### config.mk
export PLATFORM = sky130hd
export DESIGN_NAME = refill_arbiter
export DESIGN_NICKNAME = d
export VERILOG_FILES = /design/src/rtl/refill_arbiter_pkg.sv /design/src/rtl/refill_arbiter_rr_arbiter.sv /design/src/rtl/refill_arbiter.sv
export SDC_FILE = /design/constraint.sdc
export NUM_CORES = 1
export LEC_CHECK = 0
export CAP_MARGIN = 10
export CORE_ASPECT_RATIO = 1.75
export CORE_MARGIN = 3
export CORE_UTILIZATION = 30
export CTS_CLUSTER_DIAMETER = 150
export CTS_CLUSTER_SIZE = 25
export DETAILED_ROUTE_END_ITERATION = 10
export PLACE_DENSITY = 0.73
export SETUP_SLACK_MARGIN = 0.5
export SKIP_CTS_REPAIR_TIMING = 1
export SLEW_MARGIN = 0
export SYNTH_ARGS = -nofsm -noshare
export SYNTH_HDL_FRONTEND = slang
export SYNTH_HIERARCHICAL = 1
export SYNTH_SLANG_ARGS = --single-unit
### constraint.sdc
create_clock -name i_aclk -period 1.4 [get_ports i_aclk]
set_input_delay 0.28 -clock i_aclk [delete_from_list [all_inputs] [get_ports i_aclk]]
set_output_delay 0.28 -clock i_aclk [all_outputs]
set_load 0.005 [all_outputs]
### src/rtl/refill_arbiter_pkg.sv
// Shared types and constants for the cache refill arbiter.
package refill_arbiter_pkg;

  typedef enum logic [1:0] {
    ARB_IDLE = 2'd0,
    ARB_ADDR = 2'd1,
    ARB_DATA = 2'd2
  } refill_arb_state_t;

  localparam int unsigned REQ_ICACHE = 0;
  localparam int unsigned REQ_DCACHE = 1;

  localparam logic [1:0] AXI_RESP_OKAY = 2'b00;

  // Index width that stays at least one bit wide for a single requester.
  function automatic int unsigned idx_width(input int unsigned n);
    return (n > 1) ? $clog2(n) : 1;
  endfunction

endpackage

### src/rtl/refill_arbiter_rr_arbiter.sv
// Combinational round-robin picker: first requester at or after ptr, wrapping.
module rr_arbiter
  import refill_arbiter_pkg::*;
#(
  parameter int unsigned N     = 2,
  parameter int unsigned IDX_W = idx_width(N)
) (
  input  logic [N-1:0]     req,
  input  logic [IDX_W-1:0] ptr,
  output logic [N-1:0]     gnt,
  output logic [IDX_W-1:0] idx,
  output logic             any
);

  int unsigned cand;

  always_comb begin
    gnt  = '0;
    idx  = '0;
    any  = 1'b0;
    cand = 0;
    for (int unsigned off = 0; off < N; off++) begin
      cand = (32'(ptr) + off) % N;
      if (!any && req[IDX_W'(cand)]) begin
        gnt[IDX_W'(cand)] = 1'b1;
        idx               = IDX_W'(cand);
        any               = 1'b1;
      end
    end
  end

endmodule

### src/rtl/refill_arbiter.sv
// Shares one AXI read port between icache and dcache refill engines;
// one burst in flight, return beats forwarded combinationally to the granted requester.
module refill_arbiter
  import refill_arbiter_pkg::*;
#(
  parameter int unsigned NUM_REQ   = 2,
  parameter int unsigned ADDR_SIZE = 32,
  parameter int unsigned DATA_W    = 32,
  parameter int unsigned LEN_W     = 8
) (
  input  logic                         i_aclk,
  input  logic                         i_reset,
  input  logic [NUM_REQ-1:0]           i_req_valid,
  input  logic [NUM_REQ*ADDR_SIZE-1:0] i_req_addr,
  input  logic [NUM_REQ*LEN_W-1:0]     i_req_len,
  output logic [NUM_REQ-1:0]           o_req_ready,
  output logic [NUM_REQ-1:0]           o_rsp_valid,
  output logic [DATA_W-1:0]            o_rsp_data,
  output logic                         o_rsp_last,
  output logic                         o_rsp_err,
  output logic                         o_ar_valid,
  input  logic                         i_ar_ready,
  output logic [ADDR_SIZE-1:0]         o_ar_addr,
  output logic [LEN_W-1:0]             o_ar_len,
  input  logic                         i_r_valid,
  output logic                         o_r_ready,
  input  logic [DATA_W-1:0]            i_r_data,
  input  logic [1:0]                   i_r_resp,
  input  logic                         i_r_last
);

  localparam int unsigned IDX_W = idx_width(NUM_REQ);

  refill_arb_state_t  state;
  logic [IDX_W-1:0]   ptr;
  logic [IDX_W-1:0]   gnt_idx;
  logic [LEN_W-1:0]   count;

  logic [NUM_REQ-1:0] win_gnt;
  logic [IDX_W-1:0]   win_idx;
  logic               win_any;

  logic               beat;
  logic               len_hit;
  logic               burst_end;

  rr_arbiter #(
    .N     (NUM_REQ),
    .IDX_W (IDX_W)
  ) u_rr (
    .req (i_req_valid),
    .ptr (ptr),
    .gnt (win_gnt),
    .idx (win_idx),
    .any (win_any)
  );

  // Burst terminates on whichever comes first: AXI last or the requested beat count.
  assign beat      = (state == ARB_DATA) && i_r_valid;
  assign len_hit   = (count == o_ar_len);
  assign burst_end = beat && (i_r_last || len_hit);

  assign o_rsp_data = i_r_data;
  assign o_rsp_last = burst_end;
  assign o_rsp_err  = beat && ((i_r_resp != AXI_RESP_OKAY) || (i_r_last != len_hit));

  always_comb begin
    o_rsp_valid = '0;
    if (beat) o_rsp_valid[gnt_idx] = 1'b1;
  end

  always_ff @(posedge i_aclk) begin
    if (i_reset) begin
      state       <= ARB_IDLE;
      ptr         <= '0;
      gnt_idx     <= '0;
      count       <= '0;
      o_req_ready <= '0;
      o_ar_valid  <= 1'b0;
      o_ar_addr   <= '0;
      o_ar_len    <= '0;
      o_r_ready   <= 1'b0;
    end else begin
      o_req_ready <= '0;
      case (state)
        ARB_IDLE: begin
          if (win_any) begin
            gnt_idx     <= win_idx;
            o_ar_addr   <= i_req_addr[32'(win_idx)*ADDR_SIZE +: ADDR_SIZE];
            o_ar_len    <= i_req_len[32'(win_idx)*LEN_W +: LEN_W];
            o_req_ready <= win_gnt;
            o_ar_valid  <= 1'b1;
            state       <= ARB_ADDR;
          end
        end
        ARB_ADDR: begin
          if (i_ar_ready) begin
            o_ar_valid <= 1'b0;
            o_r_ready  <= 1'b1;
            count      <= '0;
            state      <= ARB_DATA;
          end
        end
        ARB_DATA: begin
          if (i_r_valid) begin
            count <= count + LEN_W'(1);
            if (burst_end) begin
              o_r_ready <= 1'b0;
              state     <= ARB_IDLE;
              ptr       <= (gnt_idx == IDX_W'(NUM_REQ - 1)) ? '0 : gnt_idx + IDX_W'(1);
            end
          end
        end
        default: state <= ARB_IDLE;
      endcase
    end
  end

endmodule

==> flow_summary.yaml <==
setup_path:
  cp_max_fo: 2
  crit_path_end_kind: "output pin"
  ff2ff_setup_slack_ps: -460
  crit_family: "simple AND/OR/NAND/NOR gates"
  cp_num_buf_inv: 1
  reg2reg_to: "ptr"
  worst_path_max_delay_cell: "dfxtp_2"
  worstPathRequired_ps: 1120
  cp_cell_sequence: "xor2_1, nor4_2, nand2_1, ha_4, nor3_2, nor2_1, dlymetal6s2s_1"
  r2r_start: "count[2]"
  critPathMaxStageDelay_ps: 320
  path_class: "flip-flop to output pin"
  crit_arrival_ps: 1800
  r2r_cells: 7
  critPathLaunchType: "flip-flop"
sta:
  fin_crit_sh: 1.49
  max-slew-margin-rel: 0.717
  skew_ps: 4.79
  fin_tns_setup_ps: -3940
  fin_crit_ps: 2080
  worst_slew_pin_slew_ps: 424
  fmax_mhz: 481
  fin_ws_ps: -680
  hold_viol_final: 0
  slew_violations: 0
  setup_violations: 52
  rsz0062_at_grt: "yes"
synth:
  async_reset_ff_frac: 0
  synth-edff-count: 0
  syn_area_um2: 2900
  yosysSeqAreaShare: 0.387
  synth_ff_type: "dfxtp_1"
  synth.distinct_cells: 31
  syn_area_per_cell_um2: 9.23
  synth_nets: 437
  synth_cells: 314
  yosys_register_bits: 56
  synth_warnings: 6
floorplanning:
  fp.dieArea_um2: 10900
  core_area_um2: 9270
  dieHeight_um: 136
  dieWidth_um: 80.3
  io_pins: 201
  rows: 46
  start_util: 0.313
clock_tree:
  cts_tree: "built"
  clkSinkCount: 56
  clkTransAtPathRegs_ps: 70
  htree_levels: 2
  clk_path_buf_depth: 2
  clk_latency_ps: 290
  cts_inserted_buffers: 5
  clockRootBuffer: "clkbuf_16"
final_layout:
  area_delta_synth_final_pct: 95.9
  drive_gt1_frac: 0.565
  n_antenna_cell: 0
  fin_nets: 593
  postLayoutCoreUtil: 0.613
min_path:
  worstHoldEndpoint: "state[0]"
  hold_path_class: "input pin to flip-flop"
  hold-path-cell-count: 3
  hp-start: "i_ar_ready"
route:
  drc_errors: 0
  vias: 2959
  dr.first_iter.drc_count: 76
  vias_per_cell: 5.01
  ant_nets: 0
  totalWireLength_um: 10800
  firstDrtPassIters: 4
  wl_per_cell_um: 18.2
grt:
  gr-total-overflow: 0
  grtUsageTotal: 0.149
  antenna_found_initial: 0
  grt_pass1_wl_um: 12700
  grt_start_max_net_pins: 56
  grt_pass1_vias: 2705
outcome:
  violations: "negative setup slack"
  status: "finished, violations left"
place:
  portBuffers: 136
  dp_slack_ps: -793
  hpwlAfterDp_um: 6470
  gp_congestion: 0.723
pwr:
  power_density_nw_per_um2: 933
  irDropWorstVdd_mv: 0.660
  leakagePower_nw: 2.30
flow_run:
  max_cap_viol_count: 0
layout make-up:
type / count / area (µm²)
clock buffer: 7 / 164
clock inverter: 1 / 8.76
fill: 765 / 3590
inverter: 4 / 15.0
multi-input combinational: 199 / 1900
sequential: 56 / 1190
tap: 120 / 150
timing repair buffer: 204 / 2250
flip-flops by register name, summed over array words and instances, names as in the netlist:
signal and count:
o_r_ready 1, gnt_idx 1, o_ar_addr 32, count 8
state 2, o_ar_valid 1, o_req_ready 2, ptr 1
o_ar_len 8
cell families after synthesis:
logic type | after synthesis | share of synthesized area
simple gates | 81 | 0.143
compound gates | 62 | 0.149
buf+inv | 59 | 0.129
flops | 56 | 0.387
mux | 46 | 0.159
xor+xnor | 8 | 0.0242
fa+ha+maj | 2 | 0.00863
cell usage in the layout (no fill, tap or decap), types with 6 or more instances in the layout:
| cell | Yosys | routed |
|---|---|---|
| mux2i_1 | 46 | 32 |
| nand3b_1 | 7 | 7 |
| dfxtp_1 | 56 | 6 |
| clkdlybuf4s50_1 | 0 | 83 |
| dfxtp_2 | 0 | 48 |
| nor2_2 | 0 | 12 |
| mux2i_2 | 0 | 10 |
| buf_4 | 37 | 28 |
| nor2_1 | 45 | 25 |
| buf_6 | 0 | 45 |
| buf_8 | 0 | 6 |
| clkbuf_16 | 0 | 17 |
| xor2_1 | 8 | 8 |
| a211oi_2 | 0 | 39 |
| nor2_4 | 0 | 8 |
| buf_12 | 0 | 8 |
| clkbuf_2 | 0 | 15 |
metrics by stage:
stage	instance area [µm²]	total power, mW	std cells	hold slack, ps
finish	5680	5.30	591	310
global route	5680	5.53	591	315
CTS	4630	4.60	556	370
detailed placement	4460	3.17	548	476
global placement	4460	3.13	548	465
floorplan	3080	2.53	314	385
cell usage after synthesis (6+ instances only):
cell | instances | area (µm²)
a211oi_1 | 43 | 323
nand3b_1 | 7 | 52.6
a21oi_1 | 9 | 45.0
nor2_1 | 45 | 169
mux2i_1 | 46 | 460
nand3_1 | 6 | 30.0
buf_4 | 37 | 278
xor2_1 | 8 | 70.1
buf_2 | 11 | 55.1
dfxtp_1 | 56 | 1120
clkbuf_1 | 7 | 26.3
worst max path at each step:
stage | start | to | slack (ps) | cells after the start
after floorplan | count[4] | ptr | -120 | 6
after global placement | count[4] | o_rsp_err | -760 | 7
after detailed placement | count[4] | o_rsp_err | -790 | 7
after CTS | count[4] | o_rsp_err | -1120 | 7
after global routing | count[2] | o_rsp_err | -790 | 7
final | count[2] | o_rsp_err | -680 | 7
per-layer routing:
layer | global-route usage | routed length (µm) | vias to the layer above
met5 | 0 | 0 | -
met4 | 0.102 | 380 | 0
met3 | 0.0312 | 523 | 37
met2 | 0.270 | 6070 | 90
met1 | 0.148 | 3770 | 1436
li1 | - | - | 1396
worst register-to-register path: stages (launching register included):
cell     delay, ps
dfxtp_2        320
xor2_1         170
nor4_2         330
nand2_1        160
ha_4           200
buf_6          120
or3_4          360
a21oi_2        130
power by group:
| part | switching (mW) | total [mW] | internal (mW) |
|---|---|---|---|
| registers | 0.121 | 1.91 | 1.78 |
| logic | 0.783 | 1.97 | 1.19 |
| clock network | 0.597 | 1.42 | 0.826 |
| total | 1.50 | 5.30 | 3.80 |
Power figures use the tool's default switching activity.
